==> config.mk <==
export PLATFORM = sky130hd
export DESIGN_NAME = mac_psum_acc_flat
export DESIGN_NICKNAME = d
export VERILOG_FILES = /design/src/rtl/psum_if.sv /design/src/rtl/mac_psum_acc.sv /design/src/flat_wrapper.sv
export SDC_FILE = /design/constraint.sdc
export NUM_CORES = 1
export LEC_CHECK = 0
export CORE_MARGIN = 2
export CORE_UTILIZATION = 45
export DETAILED_ROUTE_END_ITERATION = 7
export PLACE_DENSITY_LB_ADDON = 0.1
export REMOVE_ABC_BUFFERS = 1
export SETUP_SLACK_MARGIN = 0.4
export SLEW_MARGIN = 20
export SYNTH_ARGS = -nofsm -noshare
export SYNTH_HDL_FRONTEND = slang
export SYNTH_SLANG_ARGS = --single-unit
export TNS_END_PERCENT = 10
==> constraint.sdc <==
create_clock -name clk -period 11.6 [get_ports clk]
set_input_delay 2.32 -clock clk [delete_from_list [all_inputs] [get_ports clk]]
set_output_delay 2.32 -clock clk [all_outputs]
set_load 0.1 [all_outputs]
==> src/rtl/psum_if.sv <==
// Handshake bundle between the MAC issue controller, the MAC result bus
// and the output consumer of mac_psum_acc.
interface psum_if #(
  parameter int OUT_W = 16
);
  logic                    issue;
  logic                    issue_last;
  logic signed [33:0]      mac_result;
  logic                    issue_ok;
  logic                    out_valid;
  logic                    out_ready;
  logic signed [OUT_W-1:0] out_data;
  logic                    overflow;

  modport master (
    output issue, issue_last, mac_result, out_ready,
    input  issue_ok, out_valid, out_data, overflow
  );

  modport slave (
    input  issue, issue_last, mac_result, out_ready,
    output issue_ok, out_valid, out_data, overflow
  );
endinterface

==> src/rtl/mac_psum_acc.sv <==
// Partial-sum accumulator behind the non-stallable MAC: a tag delay line
// aligns each result with its issue, and finals are scaled, clamped and queued.
// The sums are queued under issue credit. Define PSUM_RELU_EN to zero negative
// finals before saturation.
module mac_psum_acc #(
  parameter int LAT        = 4,
  parameter int ACC_W      = 40,
  parameter int SHIFT      = 0,
  parameter int OUT_W      = 16,
  parameter int FIFO_DEPTH = 4
) (
  input logic   clk,
  input logic   rst,
  psum_if.slave psum_io
);
  localparam int MAC_W = 34;
  localparam int PW    = (FIFO_DEPTH > 1) ? $clog2(FIFO_DEPTH) : 1;
  localparam int IW    = $clog2(LAT + 1);
  localparam int CW    = PW + IW + 2;
  localparam logic signed [ACC_W-1:0] SAT_MAX = {{(ACC_W-OUT_W+1){1'b0}}, {(OUT_W-1){1'b1}}};
  localparam logic signed [ACC_W-1:0] SAT_MIN = {{(ACC_W-OUT_W+1){1'b1}}, {(OUT_W-1){1'b0}}};

  logic [LAT:1]            vld_pipe_q, lst_pipe_q;
  logic signed [ACC_W-1:0] acc_q, acc_d;
  logic                    first_q, first_d;
  logic [OUT_W-1:0]        mem_q [FIFO_DEPTH];
  logic [PW-1:0]           wr_q, rd_q;
  logic [PW:0]             count_q, count_d;
  logic                    ovf_q;

  logic                    tv, tl, push, pop, full, wr_en;
  logic signed [ACC_W-1:0] x, sum, f;
  logic [OUT_W-1:0]        res;
  logic [IW-1:0]           inflight;

  assign tv = vld_pipe_q[LAT];
  assign tl = lst_pipe_q[LAT];

  // Tags only; results themselves arrive on mac_result and are never stored here.
  always_ff @(posedge clk) begin
    if (rst) begin
      vld_pipe_q <= '0;
      lst_pipe_q <= '0;
    end else begin
      vld_pipe_q[1] <= psum_io.issue;
      lst_pipe_q[1] <= psum_io.issue & psum_io.issue_last;
      for (int i = 2; i <= LAT; i++) begin
        vld_pipe_q[i] <= vld_pipe_q[i-1];
        lst_pipe_q[i] <= lst_pipe_q[i-1];
      end
    end
  end

  always_comb begin
    inflight = '0;
    for (int i = 1; i <= LAT; i++) inflight = inflight + IW'(lst_pipe_q[i]);
  end

  always_comb begin
    x       = {{(ACC_W-MAC_W){psum_io.mac_result[MAC_W-1]}}, psum_io.mac_result};
    sum     = first_q ? x : acc_q + x;
    f       = sum >>> SHIFT;
`ifdef PSUM_RELU_EN
    if (f[ACC_W-1]) f = '0;
`endif
    if (f > SAT_MAX)      res = SAT_MAX[OUT_W-1:0];
    else if (f < SAT_MIN) res = SAT_MIN[OUT_W-1:0];
    else                  res = f[OUT_W-1:0];
    acc_d   = acc_q;
    first_d = first_q;
    if (tv) begin
      acc_d   = sum;
      first_d = tl;
    end
  end

  assign push  = tv & tl;
  assign pop   = psum_io.out_valid & psum_io.out_ready;
  assign full  = (count_q == (PW+1)'(FIFO_DEPTH));
  // When full, a same-cycle pop frees the head slot, which is exactly wr_q.
  assign wr_en = push & (~full | pop);

  always_comb begin
    count_d = count_q;
    if (wr_en & ~pop)      count_d = count_q + 1'b1;
    else if (~wr_en & pop) count_d = count_q - 1'b1;
  end

  always_ff @(posedge clk) begin
    if (rst) begin
      acc_q   <= '0;
      first_q <= 1'b1;
      wr_q    <= '0;
      rd_q    <= '0;
      count_q <= '0;
      ovf_q   <= 1'b0;
    end else begin
      acc_q   <= acc_d;
      first_q <= first_d;
      count_q <= count_d;
      if (wr_en) wr_q <= wr_q + 1'b1;
      if (pop)   rd_q <= rd_q + 1'b1;
      if (push & full & ~pop) ovf_q <= 1'b1;
    end
  end

  always_ff @(posedge clk) begin
    if (wr_en) mem_q[wr_q] <= res;
  end

  assign psum_io.out_valid = (count_q != '0);
  assign psum_io.out_data  = psum_io.out_valid ? mem_q[rd_q] : '0;
  assign psum_io.overflow  = ovf_q;
  assign psum_io.issue_ok  = (CW'(count_q) + CW'(inflight)) < CW'(FIFO_DEPTH);
endmodule

==> src/flat_wrapper.sv <==
// flat-port wrapper written by rule: the top's interface ports become plain ports
module mac_psum_acc_flat 
#(
  parameter int LAT        = 4,
  parameter int ACC_W      = 40,
  parameter int SHIFT      = 0,
  parameter int OUT_W      = 16,
  parameter int FIFO_DEPTH = 4
)
  (clk, rst, psum_io_issue, psum_io_issue_last, psum_io_mac_result, psum_io_out_ready, psum_io_issue_ok, psum_io_out_valid, psum_io_out_data, psum_io_overflow);
  psum_if #(.OUT_W(OUT_W)) psum_io_i ();
  input logic clk;
  input logic rst;
  input wire logic [$bits(psum_io_i.issue)-1:0] psum_io_issue;
  input wire logic [$bits(psum_io_i.issue_last)-1:0] psum_io_issue_last;
  input wire logic [$bits(psum_io_i.mac_result)-1:0] psum_io_mac_result;
  input wire logic [$bits(psum_io_i.out_ready)-1:0] psum_io_out_ready;
  output wire logic [$bits(psum_io_i.issue_ok)-1:0] psum_io_issue_ok;
  output wire logic [$bits(psum_io_i.out_valid)-1:0] psum_io_out_valid;
  output wire logic [$bits(psum_io_i.out_data)-1:0] psum_io_out_data;
  output wire logic [$bits(psum_io_i.overflow)-1:0] psum_io_overflow;
  assign psum_io_i.issue = psum_io_issue;
  assign psum_io_i.issue_last = psum_io_issue_last;
  assign psum_io_i.mac_result = psum_io_mac_result;
  assign psum_io_i.out_ready = psum_io_out_ready;
  assign psum_io_issue_ok = psum_io_i.issue_ok;
  assign psum_io_out_valid = psum_io_i.out_valid;
  assign psum_io_out_data = psum_io_i.out_data;
  assign psum_io_overflow = psum_io_i.overflow;
  mac_psum_acc #(.LAT(LAT), .ACC_W(ACC_W), .SHIFT(SHIFT), .OUT_W(OUT_W), .FIFO_DEPTH(FIFO_DEPTH)) u_core (.clk(clk), .rst(rst), .psum_io(psum_io_i));
endmodule
# After elaboration in Yosys (flattened, before gate mapping)
# Memory sizes are Yosys's and may differ from the RTL's. A register that Yosys moved wholly into a read port is not among the register bits.
# Index checks and enable logic that the tools add are counted.
[op_classes]
eq_ne = 1
n_bitwise = 12
muxes = 10
n_reduce_logical = 2
add_sub_neg = 9
n_lt_le_gt_ge = 3
[op_table]
columns = ["operator", "n"]
rows = [
  ["$mux 16", 3],
  ["$add 40x34->40", 1],
  ["$gt 40x16->1 const B", 1],
  ["$lt 40x16->1 const B", 1],
  ["$mux 40", 1],
  ["$and 1x1->1", 8],
  ["$lt 7x3->1 const B", 1],
  ["$add 3x1->3", 2],
  ["$mux 3", 2],
  ["$add 2x1->2 const B", 2],
  ["$add 3x3->4", 1],
  ["$mux 2", 2],
  ["$add 3x1->3 const B", 1],
  ["$eq 3x3->1 const B", 1],
  ["$not 1->1", 3],
  ["$reduce_bool 3->1", 1],
  ["$sub 3x1->3 const B", 1],
  ["$add 1x1->2", 1],
  ["$mux 1", 2],
  ["$reduce_bool 2->1", 1],
  ["$or 1x1->1", 1],
]
[totals]
n_memories = 1
wordCells = 46
out_inout_bits = 19
ramBits = 64
register_bits = 57
in_bits = 39
[memory_table]
columns = ["name", "words", "word_bits", "rd", "rd_ports_with_merged_regs", "write_ports", "line", "text"]
rows = [
  ["u_core.mem_q", 4, 16, 1, 1, 1, "mac_psum_acc.sv:26", "logic [OUT_W-1:0] mem_q [FIFO_DEPTH];"],
]

# Logic depth before layout (Yosys ltp)
# Gate-level depths: netlist (run 1).
[depth]
word_depth = 8
mapped_depth = 15

# Worst setup path after synthesis (run 1)
# No wires, ideal clock.
[synth_path]
kind = "flip-flop to output port"
startpoint = "register u_core.lst_pipe_q[1] (netlist bit)"
endpoint = "output port psum_io_issue_ok"
arrival_time_ns = 4.370
required_ns = 9.280
n_path_buf = 0
setup_slack_ns = 4.910
path_stages_with_launch = 10
path_cell_list = "dfxtp_1 -> ha_1 -> inv_1 -> fa_1 -> inv_1 -> ha_1 -> ha_1 -> nand2_1 -> nor2_1 -> nor4_1"
[synth_between]
elab_chain_len = 5
[synth_lines]
columns = ["item", "line", "text"]
rows = [
  ["from (decl)", "mac_psum_acc.sv:23", "logic [LAT:1] vld_pipe_q, lst_pipe_q;"],
  ["from (signal, indexed assignment)", "mac_psum_acc.sv:49", "lst_pipe_q[i] <= lst_pipe_q[i-1];"],
  ["$add 1x1->2", "mac_psum_acc.sv:56", "for (int i = 1; i <= LAT; i++) inflight = inflight + IW'(lst_pipe_q[i]);"],
  ["$add 3x1->3 (2 in series)", "mac_psum_acc.sv:56", ""],
  ["$add 3x3->4", "mac_psum_acc.sv:114", "assign psum_io.issue_ok = (CW'(count_q) + CW'(inflight)) < CW'(FIFO_DEPTH);"],
  ["$lt 7x3->1", "mac_psum_acc.sv:114", ""],
  ["to (decl)", "flat_wrapper.sv:18", "output wire logic [$bits(psum_io_i.issue_ok)-1:0] psum_io_issue_ok;"],
]
# No other way between the ends.

# Worst setup path in the final report (run 1)
[layout_path]
startpoint = "input port psum_io_mac_result[0]"
endpoint = "memory u_core.mem_q[1][1] (data pin)"
[layout_between]
elab_chain_len = 5
elab_cells_between_ends = 6
cone_classes = "add/sub: 1; order compare: 2; mux: 3"
[layout_lines]
columns = ["item", "line", "text"]
rows = [
  ["from (decl)", "flat_wrapper.sv:16", "input wire logic [$bits(psum_io_i.mac_result)-1:0] psum_io_mac_result;"],
  ["$add 40x34->40", "mac_psum_acc.sv:61", "sum = first_q ? x : acc_q + x;"],
  ["$mux 40 (*)", "mac_psum_acc.sv:61", ""],
  ["$lt 40x16->1", "mac_psum_acc.sv:67", "else if (f < SAT_MIN) res = SAT_MIN[OUT_W-1:0];"],
  ["$mux 16", "mac_psum_acc.sv:67", ""],
  ["$mux 16 (*)", "mac_psum_acc.sv:66", "if (f > SAT_MAX) res = SAT_MAX[OUT_W-1:0];"],
  ["via u_core.res[1]", "mac_psum_acc.sv:33", "logic [OUT_W-1:0] res;"],
  ["to (decl)", "mac_psum_acc.sv:26", ""],
]
# Mark *: on every way through the listed nets, which the timed path passes. The rest lies on a longest branch.

==> results of run 1 <==
-- final timing paths --
kind,to,cells after the start,slack (ps)
setup / recovery,u_core.mem_q[1][1],15,4950
hold reg to reg,u_core.vld_pipe_q[3],1,430
hold / removal,u_core.vld_pipe_q[3],1,430
setup reg to reg,u_core.mem_q[1][1],14,7000
-- cells in the mapped netlist (6+ instances only) --
cell type / n / area share
sky130_fd_sc_hd__o21ai_2: 11 / 0.013
sky130_fd_sc_hd__clkbuf_1: 28 / 0.014
sky130_fd_sc_hd__a31oi_1: 7 / 0.0058
sky130_fd_sc_hd__a21oi_1: 60 / 0.040
sky130_fd_sc_hd__a21o_1: 9 / 0.0090
sky130_fd_sc_hd__ha_1: 48 / 0.080
sky130_fd_sc_hd__nor2_1: 89 / 0.044
sky130_fd_sc_hd__o21a_1: 6 / 0.0060
sky130_fd_sc_hd__nand2b_1: 7 / 0.0058
sky130_fd_sc_hd__mux2_2: 6 / 0.0090
sky130_fd_sc_hd__a211oi_1: 35 / 0.035
sky130_fd_sc_hd__nor3_1: 9 / 0.0060
sky130_fd_sc_hd__dfxtp_1: 59 / 0.16
sky130_fd_sc_hd__xnor2_1: 13 / 0.015
sky130_fd_sc_hd__nand4_1: 9 / 0.0075
sky130_fd_sc_hd__nand2_1: 59 / 0.029
sky130_fd_sc_hd__edfxtp_1: 64 / 0.26
sky130_fd_sc_hd__buf_1: 6 / 0.0030
sky130_fd_sc_hd__nor2b_1: 14 / 0.012
sky130_fd_sc_hd__inv_1: 15 / 0.0075
sky130_fd_sc_hd__o21ai_0: 43 / 0.029
sky130_fd_sc_hd__o211ai_1: 10 / 0.010
sky130_fd_sc_hd__xor2_1: 22 / 0.026
sky130_fd_sc_hd__and2_1: 24 / 0.020
sky130_fd_sc_hd__mux2i_1: 18 / 0.024
sky130_fd_sc_hd__mux4_2: 16 / 0.048
-- placed cells by master (no fill, tap or decap), drive strengths merged, types with 18 or more instances in the layout --
cell           Yosys  routed
mux2i             18      18
clkdlybuf4s50      0      56
edfxtp            64      64
ha                48      48
a211oi            35      35
clkbuf            28      19
dfxtp             59      59
xor2              22      22
o21ai             57      57
nand2             60      60
nor2              90      90
and2              24      24
a21oi             60      60
-- metal layers --
layer	track usage	wire (µm)	vias up
met4	0.06028	243	0
met5	0	0	-
li1	-	-	2947
met1	0.2835	8721	2858
met3	0.03425	619	20
met2	0.3792	9065	128
-- sequential cells by signal (all words and copies together) (netlist names), named ones only --
| name | cells |
|---|---|
| u_core.first_q | 1 |
| u_core.lst_pipe_q | 4 |
| u_core.vld_pipe_q | 4 |
| u_core.count_q | 3 |
| u_core.rd_q | 2 |
| u_core.mem_q | 64 |
| u_core.psum_io.overflow | 1 |
| u_core.wr_q | 2 |
| u_core.acc_q | 40 |
-- through the flow --
step	hold slack, ps	setup WS [ps]	instance area, µm²	util
floorplan	413.8	4910	7372	-
global placement	417.6	4860	8245	0.5008
detailed placement	421.8	4566	8247	0.5008
CTS	435.9	4982	8832	0.5364
global route	456.2	4634	8832	0.5364
finish	431.4	4946	8832	0.5364
-- kinds of logic (layout without fill, tap and decap cells) --
family,after synthesis,count (layout)
and+or+nand+nor,250,250
AOI/OAI and AO/OA,215,215
DFF,123,123
buffers and inverters,54,109
adders and majority gates,51,51
muxes,40,40
xor gates and xnor gates,35,35
-- final cells by class --
type                            instances  area, µm²  area share
Timing Repair Buffer                   61      595.6     0.06743
Multi-Input combinational cell        591       4209      0.4766
Tap cell                              220      275.3     0.03117
Clock inverter                         13      142.6     0.01615
Inverter                               16      60.06    0.006800
Sequential cell                       123       3107      0.3517
Clock buffer                           19      442.9     0.05015
-- power by group --
| group | switching, mW | internal (mW) | total, mW | leakage [nW] |
|---|---|---|---|---|
| Clock | 0.204 | 0.322 | 0.526 | 0.274 |
| Combinational | 0.441 | 0.174 | 0.615 | 1.86 |
| Sequential | 0.0277 | 0.472 | 0.499 | 1.05 |
| Total | 0.673 | 0.968 | 1.64 | 3.18 |
==> metrics.log, run 1 <==
[metrics] CTS tree: built
[metrics] maximum VDD drop: 0.0001770 V
[metrics] ports placed on the boundary: 58
[metrics] Largest stage delay, worst path: 610 ps
[metrics] overall routed net length: 18.65 mm
[metrics] final-layout setup total negative slack: 0 ps
[metrics] via count of the first global-routing pass: 5,988
[metrics] Syn Area/Cell: 9.799 µm²
[metrics] wire length of the first global-routing pass: 30.57 mm
[metrics] pin count of the biggest net entering global routing: 75
[metrics] setup fix buffers added after clock tree synthesis: 0
[metrics] classification of the worst setup path: input pin to flip-flop
[metrics] minimum clock period: 6654 ps
[metrics] MaxCap Viol Count: 0
[metrics] part of the Yosys area used for sequential elements: 0.4123
[metrics] area added between synthesis and finish: 17.36%
[metrics] Worst path top cell family by delay: compound AO/OA/AOI/OAI gates
[metrics] width of the die: about 130 µm
[metrics] number of instances resized during post-cts repair: 0
[metrics] maximum frequency from static timing analysis: 0.1503 GHz
[metrics] RSZ-0062 raised after global routing: false
[metrics] buffers plus inverters on the worst setup path: 2
[metrics] total congestion overflow after global routing: 0
[metrics] clock tree root driver cell: sky130_fd_sc_hd__clkbuf_16
[metrics] cell with the biggest individual delay on the critical path: sky130_fd_sc_hd__o21ai_0
[metrics] number of buffer cells added on primary ports: 57
[metrics] ratio of final minimum period to clock period: 0.5736
[metrics] number of rows in the core area: 47
[metrics] Critical Path Start: psum_io_mac_result[0]
[metrics] slew at the pin closest to its max-slew limit: between 1000 and 1500 ps
[metrics] number of buffers added by the clock tree synthesis step: 17
[metrics] start point of the worst hold path: u_core.vld_pipe_q[2]
[metrics] Yosys cell types: 69
[metrics] combinational family with the most area after synthesis: compound AO/OA/AOI/OAI gates
[metrics] average wire length per cell after detail routing: 17.88 µm
[metrics] initial antenna violation count: 0
[metrics] detailed-route DRC error count: 0
[metrics] count of flip-flops with a built-in enable after synthesis: 64
[metrics] share of cell area taken by muxes after synthesis: 0.08080
[metrics] count of mapped cells out of synthesis: 768
[metrics] Chip Height: roughly 130 µm
[metrics] startpoint of the lowest-slack register-to-register path: u_core.acc_q[0]
[metrics] count of non-filler cells in the finished layout: roughly 1,000
[metrics] Arr. time, crit path: ~6800 ps
[metrics] average vias per placed instance: 5.708
[metrics] Die Outline Area: 17,770 µm²
[metrics] Core Footprint: roughly 16,000 µm²
[metrics] clock sink count: about 120
[metrics] routability congestion estimate: 0.9177
[metrics] number of fill cells in the layout: 1,508
[metrics] Async S/R FF share, synth: 0
[metrics] DP Cell Count: 1,011
[metrics] final count of pins violating max slew: 0
[metrics] total design power: 1.641 mW
[metrics] number of hold buffers added after cts: 0
[metrics] Cell Chain, Critical Path: clkdlybuf4s50_1 -> ha_1 -> inv_1 -> fa_1 -> nand2b_1 -> a21o_1 -> a211o_1 -> o211ai_2 -> nor2_2 -> o21ai_1 -> o211ai_1 -> or3b_1 -> nor4_2 -> a41oi_2 -> o21ai_0
[metrics] Worst slew margin: 0.3103
[metrics] routed via count: 5,953
[metrics] clk slew on worst S/H paths: around 60 ps
[metrics] half-perimeter wire length after detailed placement: 13.41 mm
[metrics] proportion of layout cells with a drive suffix above 1: 0.1009
[metrics] H-tree levels: 4
[metrics] adder and majority gate portion of the synthesized area: 0.08778
[metrics] Seq cells post-synth: 123
[metrics] xor/xnor cell area share of the yosys netlist: 0.04073
[metrics] worst min-delay path category: flip-flop to flip-flop
[metrics] type of origin of the critical path: input pin
[metrics] maximum root-to-sink buffer count: 2
[metrics] final hold violations: 0
[metrics] simple-gate share of the synthesized area: 0.1629
[metrics] Static Leakage: ~3.2 nW
[metrics] highest fanout seen on the critical path: 15
[metrics] number of design-rule violations left by the first detailed-router iteration: approximately 330
[metrics] result of the run: completed
[metrics] critical path required time: between 10,000 and 15,000 ps
[metrics] n_diodes: 0
[metrics] power density of the placed cells: 185.8 nW/µm²
[metrics] Yosys warning count: 0
[metrics] endpoints failing setup: 0
[metrics] clock network latency to the later pin of the worst-skew pair: 420 ps
[metrics] synthesized-area fraction occupied by ao, oa, aoi and oai cells: 0.1870
[metrics] capturing element type of the critical path: flip-flop
[metrics] starting density of the core: 0.4571
[metrics] skew final: 5.657 ps
[metrics] Post-Synthesis Cell Area: 7526 µm²
[metrics] final layout net count: 900
[metrics] number of nets still failing antenna checks after routing: 0
[metrics] top_reg_cell synth: sky130_fd_sc_hd__edfxtp_1
[metrics] DRT Pass-1 Iters: 5
[metrics] GRT Total Usage: 0.2182
Note: power is estimated with default switching activity, not from simulation.
==> inputs of run 2 (changes only) <==
==> constraint.sdc (replaced) <==
create_clock -name clk -period 5.5 [get_ports clk]
set_input_delay 1.1 -clock clk [delete_from_list [all_inputs] [get_ports clk]]
set_output_delay 1.1 -clock clk [all_outputs]
set_load 0.1 [all_outputs]
==> run 2 against run 1 <==
Compared with the run above: clock power is 110% higher; first-iteration DRC count grew 2.7%; clock skew down 0.53 ps; power is 110% higher; clock-buffer cell count fell by 1; sequential cell count did not move; cell area increased by 1.0%; critical path type unchanged; highest routed layer unchanged.
==> metrics.log, run 2 (synthesis results as in run 1) <==
[metrics] result of the run: completed
[metrics] via count of the first global-routing pass: between 6,000 and 7,000
[metrics] internal portion of total power: 2.046 mW
[metrics] Arr. time, crit path: 5260 ps
[metrics] most common library cell in the layout ignoring fill and taps: sky130_fd_sc_hd__nor2_1
[metrics] number of fill cells in the layout: 1,539
[metrics] average wire length per cell after detail routing: 18.11 µm
[metrics] Largest stage delay, worst path: around 480 ps
[metrics] worst min-delay path category: flip-flop to flip-flop
[metrics] RSZ-0062 raised after global routing: true
[metrics] skew final: a little over 5 ps
[metrics] cell with the biggest individual delay on the critical path: sky130_fd_sc_hd__clkdlybuf4s50_1
[metrics] half-perimeter wire length after detailed placement: 13.69 mm
[metrics] number of design-rule violations left by the first detailed-router iteration: 342
[metrics] slew at the pin closest to its max-slew limit: 984.0 ps
[metrics] final instance area: 8922 µm²
[metrics] area added between synthesis and finish: 18.55%
[metrics] final hold violations: 0
[metrics] relative contribution of sequential cells to total power: 0.293
[metrics] ratio of final minimum period to clock period: 0.9121
[metrics] detailed-route DRC error count: 0
[metrics] GRT Total Usage: 0.2210
[metrics] overall routed net length: 19.03 mm
[metrics] average vias per placed instance: between 5 and 6
[metrics] clk slew on worst S/H paths: 60 ps
[metrics] routability congestion estimate: 0.9364
[metrics] commonest non-fill, non-tap cells in the layout: sky130_fd_sc_hd__nor2_1, sky130_fd_sc_hd__edfxtp_1, sky130_fd_sc_hd__a21oi_1
[metrics] final layout net count: 908
[metrics] most frequent cell on the critical path: sky130_fd_sc_hd__buf_4
[metrics] number of buffer cells added on primary ports: 57
[metrics] Critical Path Start: psum_io_mac_result[0]
[metrics] proportion of layout cells with a drive suffix above 1: 0.1119
[metrics] DRT Pass-1 Iters: 5
[metrics] capturing element type of the critical path: flip-flop
[metrics] maximum VDD drop: 0.0003604 V
[metrics] maximum root-to-sink buffer count: 2
[metrics] start point of the worst hold path: u_core.vld_pipe_q[3]
[metrics] top flop regs: u_core.mem_q: 64 flops, u_core.acc_q: 40 flops
[metrics] pin count of the biggest net entering global routing: between 70 and 80
[metrics] Static Leakage: ~3.2 nW
[metrics] H-tree levels: 4
[metrics] net load switching power: 1.445 mW
[metrics] clock tree root driver cell: sky130_fd_sc_hd__clkbuf_16
[metrics] largest reg by FF count: u_core.mem_q
[metrics] clock network latency to the later pin of the worst-skew pair: between 400 and 500 ps
[metrics] Logic pwr share: 0.386
[metrics] routed via count: slightly above 6,000
[metrics] width of the die: 133.3 µm
[metrics] type of origin of the critical path: input pin
[metrics] count of non-filler cells in the finished layout: 1,051
[metrics] power density of the placed cells: between 300 and 400 nW/µm²
[metrics] setup fix buffers added after clock tree synthesis: 0
[metrics] n_diodes: 0
[metrics] critical path required time: approximately 5700 ps
[metrics] flip-flop count of the largest register, all copies and words added: 64
[metrics] clock sink count: 123
[metrics] Worst slew margin: 0.3420
[metrics] ports placed on the boundary: a little under 60
[metrics] number of buffers added by the clock tree synthesis step: 17
[metrics] startpoint of the lowest-slack register-to-register path: u_core.acc_q[0]
[metrics] DP Cell Count: a little over 1,000
[metrics] number of rows in the core area: 47
[metrics] final-layout setup total negative slack: 0 ps
[metrics] wire length of the first global-routing pass: 31.26 mm
[metrics] CTS tree: built
[metrics] Die Outline Area: 17,770 µm²
[metrics] MaxCap Viol Count: 0
[metrics] clock share of power: 0.322
[metrics] placed inst area: 8305 µm²
[metrics] Core Footprint: 16,470 µm²
[metrics] highest fanout seen on the critical path: 11
[metrics] maximum frequency from static timing analysis: roughly 0.20 GHz
[metrics] Chip Height: around 130 µm
[metrics] multi-input gate area in the final layout: 4237 µm²
[metrics] sw frac: 0.4140
[metrics] total congestion overflow after global routing: 0
[metrics] classification of the worst setup path: input pin to flip-flop
[metrics] flip-flop and latch area: 3105 µm²
[metrics] final count of pins violating max slew: 0
[metrics] starting density of the core: 0.4571
[metrics] minimum clock period: ~5000 ps
[metrics] initial antenna violation count: 0
[metrics] Cell Chain, Critical Path: clkdlybuf4s50_1 -> ha_1 -> inv_1 -> fa_1 -> nand2b_1 -> a21o_1 -> a211o_1 -> o211ai_4 -> nor2_2 -> o21ai_1 -> o211ai_1 -> or3b_1 -> nor4_2 -> a41oi_2 -> buf_4 -> buf_4 -> o21ai_2
[metrics] endpoints failing setup: 0
[metrics] number of nets still failing antenna checks after routing: 0
[run 2: cell count changes in the layout (fill, tap and decap cells not counted), sizes merged]
cell      before  now
buf            5   13
clkinv         6    3
clkinvlp       4    3
clkbuf        19   18
inv           17   22
[run 2: path summary, 6_finish.rpt]
path / end / slack [ps] / cells after the start
setup / recovery: u_core.mem_q[0][8] / 480 / 17
hold reg to reg: u_core.vld_pipe_q[4] / 430 / 1
hold / removal: u_core.vld_pipe_q[4] / 430 / 1
setup reg to reg: u_core.mem_q[0][8] / 1320 / 16
[run 2: what timing repair did]
| action | 4_1_cts | 5_1_grt |
|---|---|---|
| endpoints found under the setup margin | 4 | 60 |
| gates resized for setup | 1 | 8 |
| gates cloned | 0 | 0 |
| hold buffers | 0 | 0 |
[run 2: final cells by class]
cell class / instances / area share
Clock buffer: 18 / 0.04810
Clock inverter: 14 / 0.01795
Inverter: 16 / 0.006731
Multi-Input combinational cell: 591 / 0.4748
Sequential cell: 123 / 0.3481
Tap cell: 220 / 0.03085
Timing Repair Buffer: 69 / 0.07348
[run 2: metrics by stage]
step | utilization | setup slack [ps] | power [mW] | hold WS [ps]
after floorplan | - | 30.05 | 2.062 | 413.8
after CTS | 0.5402 | 401.1 | 3.521 | 438.6
final | 0.5419 | 483.6 | 3.490 | 434.2
after global placement | 0.5044 | 78.65 | 2.377 | 417.9
after detailed placement | 0.5044 | -132.8 | 2.389 | 423.5
after global routing | 0.5419 | 346.5 | 3.619 | 442.8
[run 2: power by group through the flow]
stage	sequential, mW	combinational (mW)	clock [mW]
after global routing	1.03	1.41	1.18
after detailed placement	1.04	1.35	0
after CTS	1.02	1.36	1.14
final	1.02	1.35	1.12
after floorplan	1.06	1.00	0
after global placement	1.04	1.34	0
[run 2: routing by layer]
| metal | up-vias | part of all wire | global-route usage |
|---|---|---|---|
| li1 | 2962 | - | - |
| met1 | 3001 | 0.47 | 0.2888 |
| met2 | 118 | 0.49 | 0.3757 |
| met3 | 24 | 0.026 | 0.03843 |
| met4 | 0 | 0.015 | 0.06856 |
| met5 | - | 0 | 0 |
[run 2: worst max-delay path, delay by kind of cell]
family                   cells  cell delay [ps]
AO/OA/AOI/OAI                7             1510
AND/OR/NAND/NOR              4             1090
adder cells (fa/ha/maj)      2              590
buffers and inverters        4              950
==> inputs of run 3 (changes only) <==
--- a/config.mk
+++ b/config.mk
@@ -6,7 +6,7 @@
 export NUM_CORES = 1
 export LEC_CHECK = 0
 export CORE_MARGIN = 2
-export CORE_UTILIZATION = 45
+export CORE_UTILIZATION = 54
 export DETAILED_ROUTE_END_ITERATION = 7
 export PLACE_DENSITY_LB_ADDON = 0.1
 export REMOVE_ABC_BUFFERS = 1
==> run 3 against run 2 <==
Compared with the run above: hold slack gained 7.8 ps; routed wire length shrank 0.16%; via count is essentially flat; clock power is essentially flat; sequential power is essentially flat; worst setup slack gained 130 ps; critical endpoint is now u_core.mem_q[1][3].
==> metrics.log, run 3 (synthesis results as in run 1) <==
[metrics] capturing element type of the critical path: flip-flop
[metrics] start point of the worst hold path: u_core.vld_pipe_q[2]
[metrics] ports placed on the boundary: 58
[metrics] classification of the worst setup path: input pin to flip-flop
[metrics] maximum frequency from static timing analysis: 0.2046 GHz
[metrics] count of non-filler cells in the finished layout: 1,012
[metrics] largest reg by FF count: u_core.mem_q
[metrics] average wire length per cell after detail routing: 18.78 µm
[metrics] flip-flop count of the largest register, all copies and words added: 64
[metrics] routed via count: 6,099
[metrics] MaxCap Viol Count: 0
[metrics] proportion of layout cells with a drive suffix above 1: 0.1118
[metrics] number of design-rule violations left by the first detailed-router iteration: 475
[metrics] wire length of the first global-routing pass: around 30 mm
[metrics] slew at the pin closest to its max-slew limit: a little under 1000 ps
[metrics] Post-Route Utilization: 0.6478
[metrics] highest fanout seen on the critical path: 9
[metrics] RSZ-0062 raised after global routing: false
[metrics] number of nets still failing antenna checks after routing: 0
[metrics] commonest non-fill, non-tap cells in the layout: sky130_fd_sc_hd__nor2_1, sky130_fd_sc_hd__edfxtp_1, sky130_fd_sc_hd__a21oi_1
[metrics] clock sink count: approximately 120
[metrics] final count of pins violating max slew: 0
[metrics] Worst slew margin: 0.3388
[metrics] total design power: 3.477 mW
[metrics] smallest hold slack: between 400 and 500 ps
[metrics] startpoint of the lowest-slack register-to-register path: u_core.acc_q[0]
[metrics] GRT Total Usage: 0.2675
[metrics] average vias per placed instance: 6.027
[metrics] clk slew on worst S/H paths: around 60 ps
[metrics] CTS tree: built
[metrics] Chip Height: about 120 µm
[metrics] type of origin of the critical path: input pin
[metrics] DRT Pass-1 Iters: 5
[metrics] starting density of the core: 0.5486
[metrics] register-to-register setup slack: approximately 1400 ps
[metrics] total congestion overflow after global routing: 0
[metrics] overall routed net length: between 15 and 20 mm
[metrics] maximum VDD drop: 0.0002926 V
[metrics] Die Outline Area: 14,900 µm²
[metrics] result of the run: completed
[metrics] critical path required time: 5670 ps
[metrics] H-tree levels: 4
[metrics] via count of the first global-routing pass: ~5,900
[metrics] number of stages on the worst hold path: 1
[metrics] Static Leakage: between 3 and 4 nW
[metrics] Worst Reg-to-Reg Cells: 15
[metrics] ratio of final minimum period to clock period: 0.8886
[metrics] number of rows in the core area: 43
[metrics] pin count of the biggest net entering global routing: 75
[metrics] skew final: 10.70 ps
[metrics] Core Footprint: about 14,000 µm²
[metrics] clock tree root driver cell: sky130_fd_sc_hd__clkbuf_16
[metrics] width of the die: ~120 µm
[metrics] final hold violations: 0
[metrics] most common library cell in the layout ignoring fill and taps: sky130_fd_sc_hd__nor2_1
[metrics] Worst Hold End: u_core.vld_pipe_q[3]
[metrics] endpoints failing setup: 0
[metrics] top flop regs: u_core.mem_q: 64 flops, u_core.acc_q: 40 flops
[metrics] number of fill cells in the layout: 1,152
[metrics] detailed-route DRC error count: 0
[metrics] final layout net count: 909
[metrics] number of buffer cells added on primary ports: 57
[metrics] worst min-delay path category: flip-flop to flip-flop
[metrics] DP Cell Count: approximately 980
[metrics] number of hold buffers added after cts: 0
[metrics] clock network latency to the later pin of the worst-skew pair: approximately 420 ps
[metrics] minimum clock period: just under 5000 ps
[metrics] number of buffers added by the clock tree synthesis step: 17
[metrics] routability congestion estimate: 0.9089
[metrics] area added between synthesis and finish: 18.09%
[metrics] n_diodes: 0
[metrics] Arr. time, crit path: 5060 ps
[metrics] initial antenna violation count: 0
[metrics] Worst R2R End: u_core.mem_q[1][3]
[metrics] maximum root-to-sink buffer count: 2
[metrics] half-perimeter wire length after detailed placement: 13.51 mm
[metrics] power density of the placed cells: approximately 390 nW/µm²
==> run 3: changes by cell type in the layout (fill, tap and decap cells not counted), sizes merged <==
cell      delta
inv          -4
clkinv       +4
buf          +1
clkbuf       +4
clkinvlp     -2
bufinv       -2
==> run 3: cell type report <==
class	instances	area, µm²	share of cell area
Clock inverter	10	76.32	0.008588
Clock buffer	22	519.2	0.05843
Sequential cell	123	3105	0.3494
Multi-Input combinational cell	591	4238	0.4768
Timing Repair Buffer	70	663.1	0.07462
Tap cell	180	225.2	0.02534
Inverter	16	60.06	0.006758
==> run 3: metrics by stage <==
stage          worst slack, ps  TNS [ps]  area, µm²
6_report                 612.9         0       8887
5_1_grt                  396.9         0       8887
4_1_cts                  410.6         0       8828
3_5_place_dp            -32.69    -765.4       8233
3_3_place_gp             54.22         0       8233
2_1_floorplan            30.05         0       7372
==> run 3: worst max path at each step <==
stage	from	endpoint	slack, ps	depth (start not counted)
5_1_grt	psum_io_mac_result[0]	u_core.mem_q[3][3]	400	14
6_report	psum_io_mac_result[0]	u_core.mem_q[1][3]	610	16
3_3_place_gp	psum_io_mac_result[0]	u_core.mem_q[0][8]	50	16
3_5_place_dp	psum_io_mac_result[0]	u_core.mem_q[3][11]	-30	16
2_1_floorplan	u_core.lst_pipe_q[1]	psum_io_issue_ok	30	9
4_1_cts	psum_io_mac_result[0]	u_core.mem_q[1][8]	410	16
==> run 3: where the power goes <==
group / leakage [nW] / switching, mW / internal [mW]
Clock: 0.296 / 0.431 / 0.675
Sequential: 1.05 / 0.0288 / 0.994
Combinational: 1.90 / 0.972 / 0.376
Total: 3.25 / 1.43 / 2.04
==> run 3: per-layer routing <==
layer,global-route usage,part of all wire,up-vias
met5,0,0,-
met4,0.08980,0.019,0
met3,0.04588,0.050,34
met2,0.4487,0.49,198
met1,0.3517,0.44,2898
li1,-,-,2969
==> run 3: what timing repair did <==
action / in CTS / in global routing
gates resized for setup: 0 / 4
hold endpoints to repair: 0 / 0
setup endpoints to repair: 0 / 60
setup buffers: 0 / 4
==> run 3: critical path, cell delays in order <==
cell and delay (ps):
sky130_fd_sc_hd__clkdlybuf4s50_1 480, sky130_fd_sc_hd__ha_1 210, sky130_fd_sc_hd__inv_1 80, sky130_fd_sc_hd__fa_1 410, sky130_fd_sc_hd__nand2b_1 180, sky130_fd_sc_hd__a21o_1 210
sky130_fd_sc_hd__and3_1 190, sky130_fd_sc_hd__o21ai_2 310, sky130_fd_sc_hd__o211ai_1 230, sky130_fd_sc_hd__o21ai_1 310, sky130_fd_sc_hd__a311oi_1 160, sky130_fd_sc_hd__mux2i_1 140
sky130_fd_sc_hd__buf_4 160, sky130_fd_sc_hd__a21oi_1 220, sky130_fd_sc_hd__a41oi_4 230, sky130_fd_sc_hd__o21ai_0 440
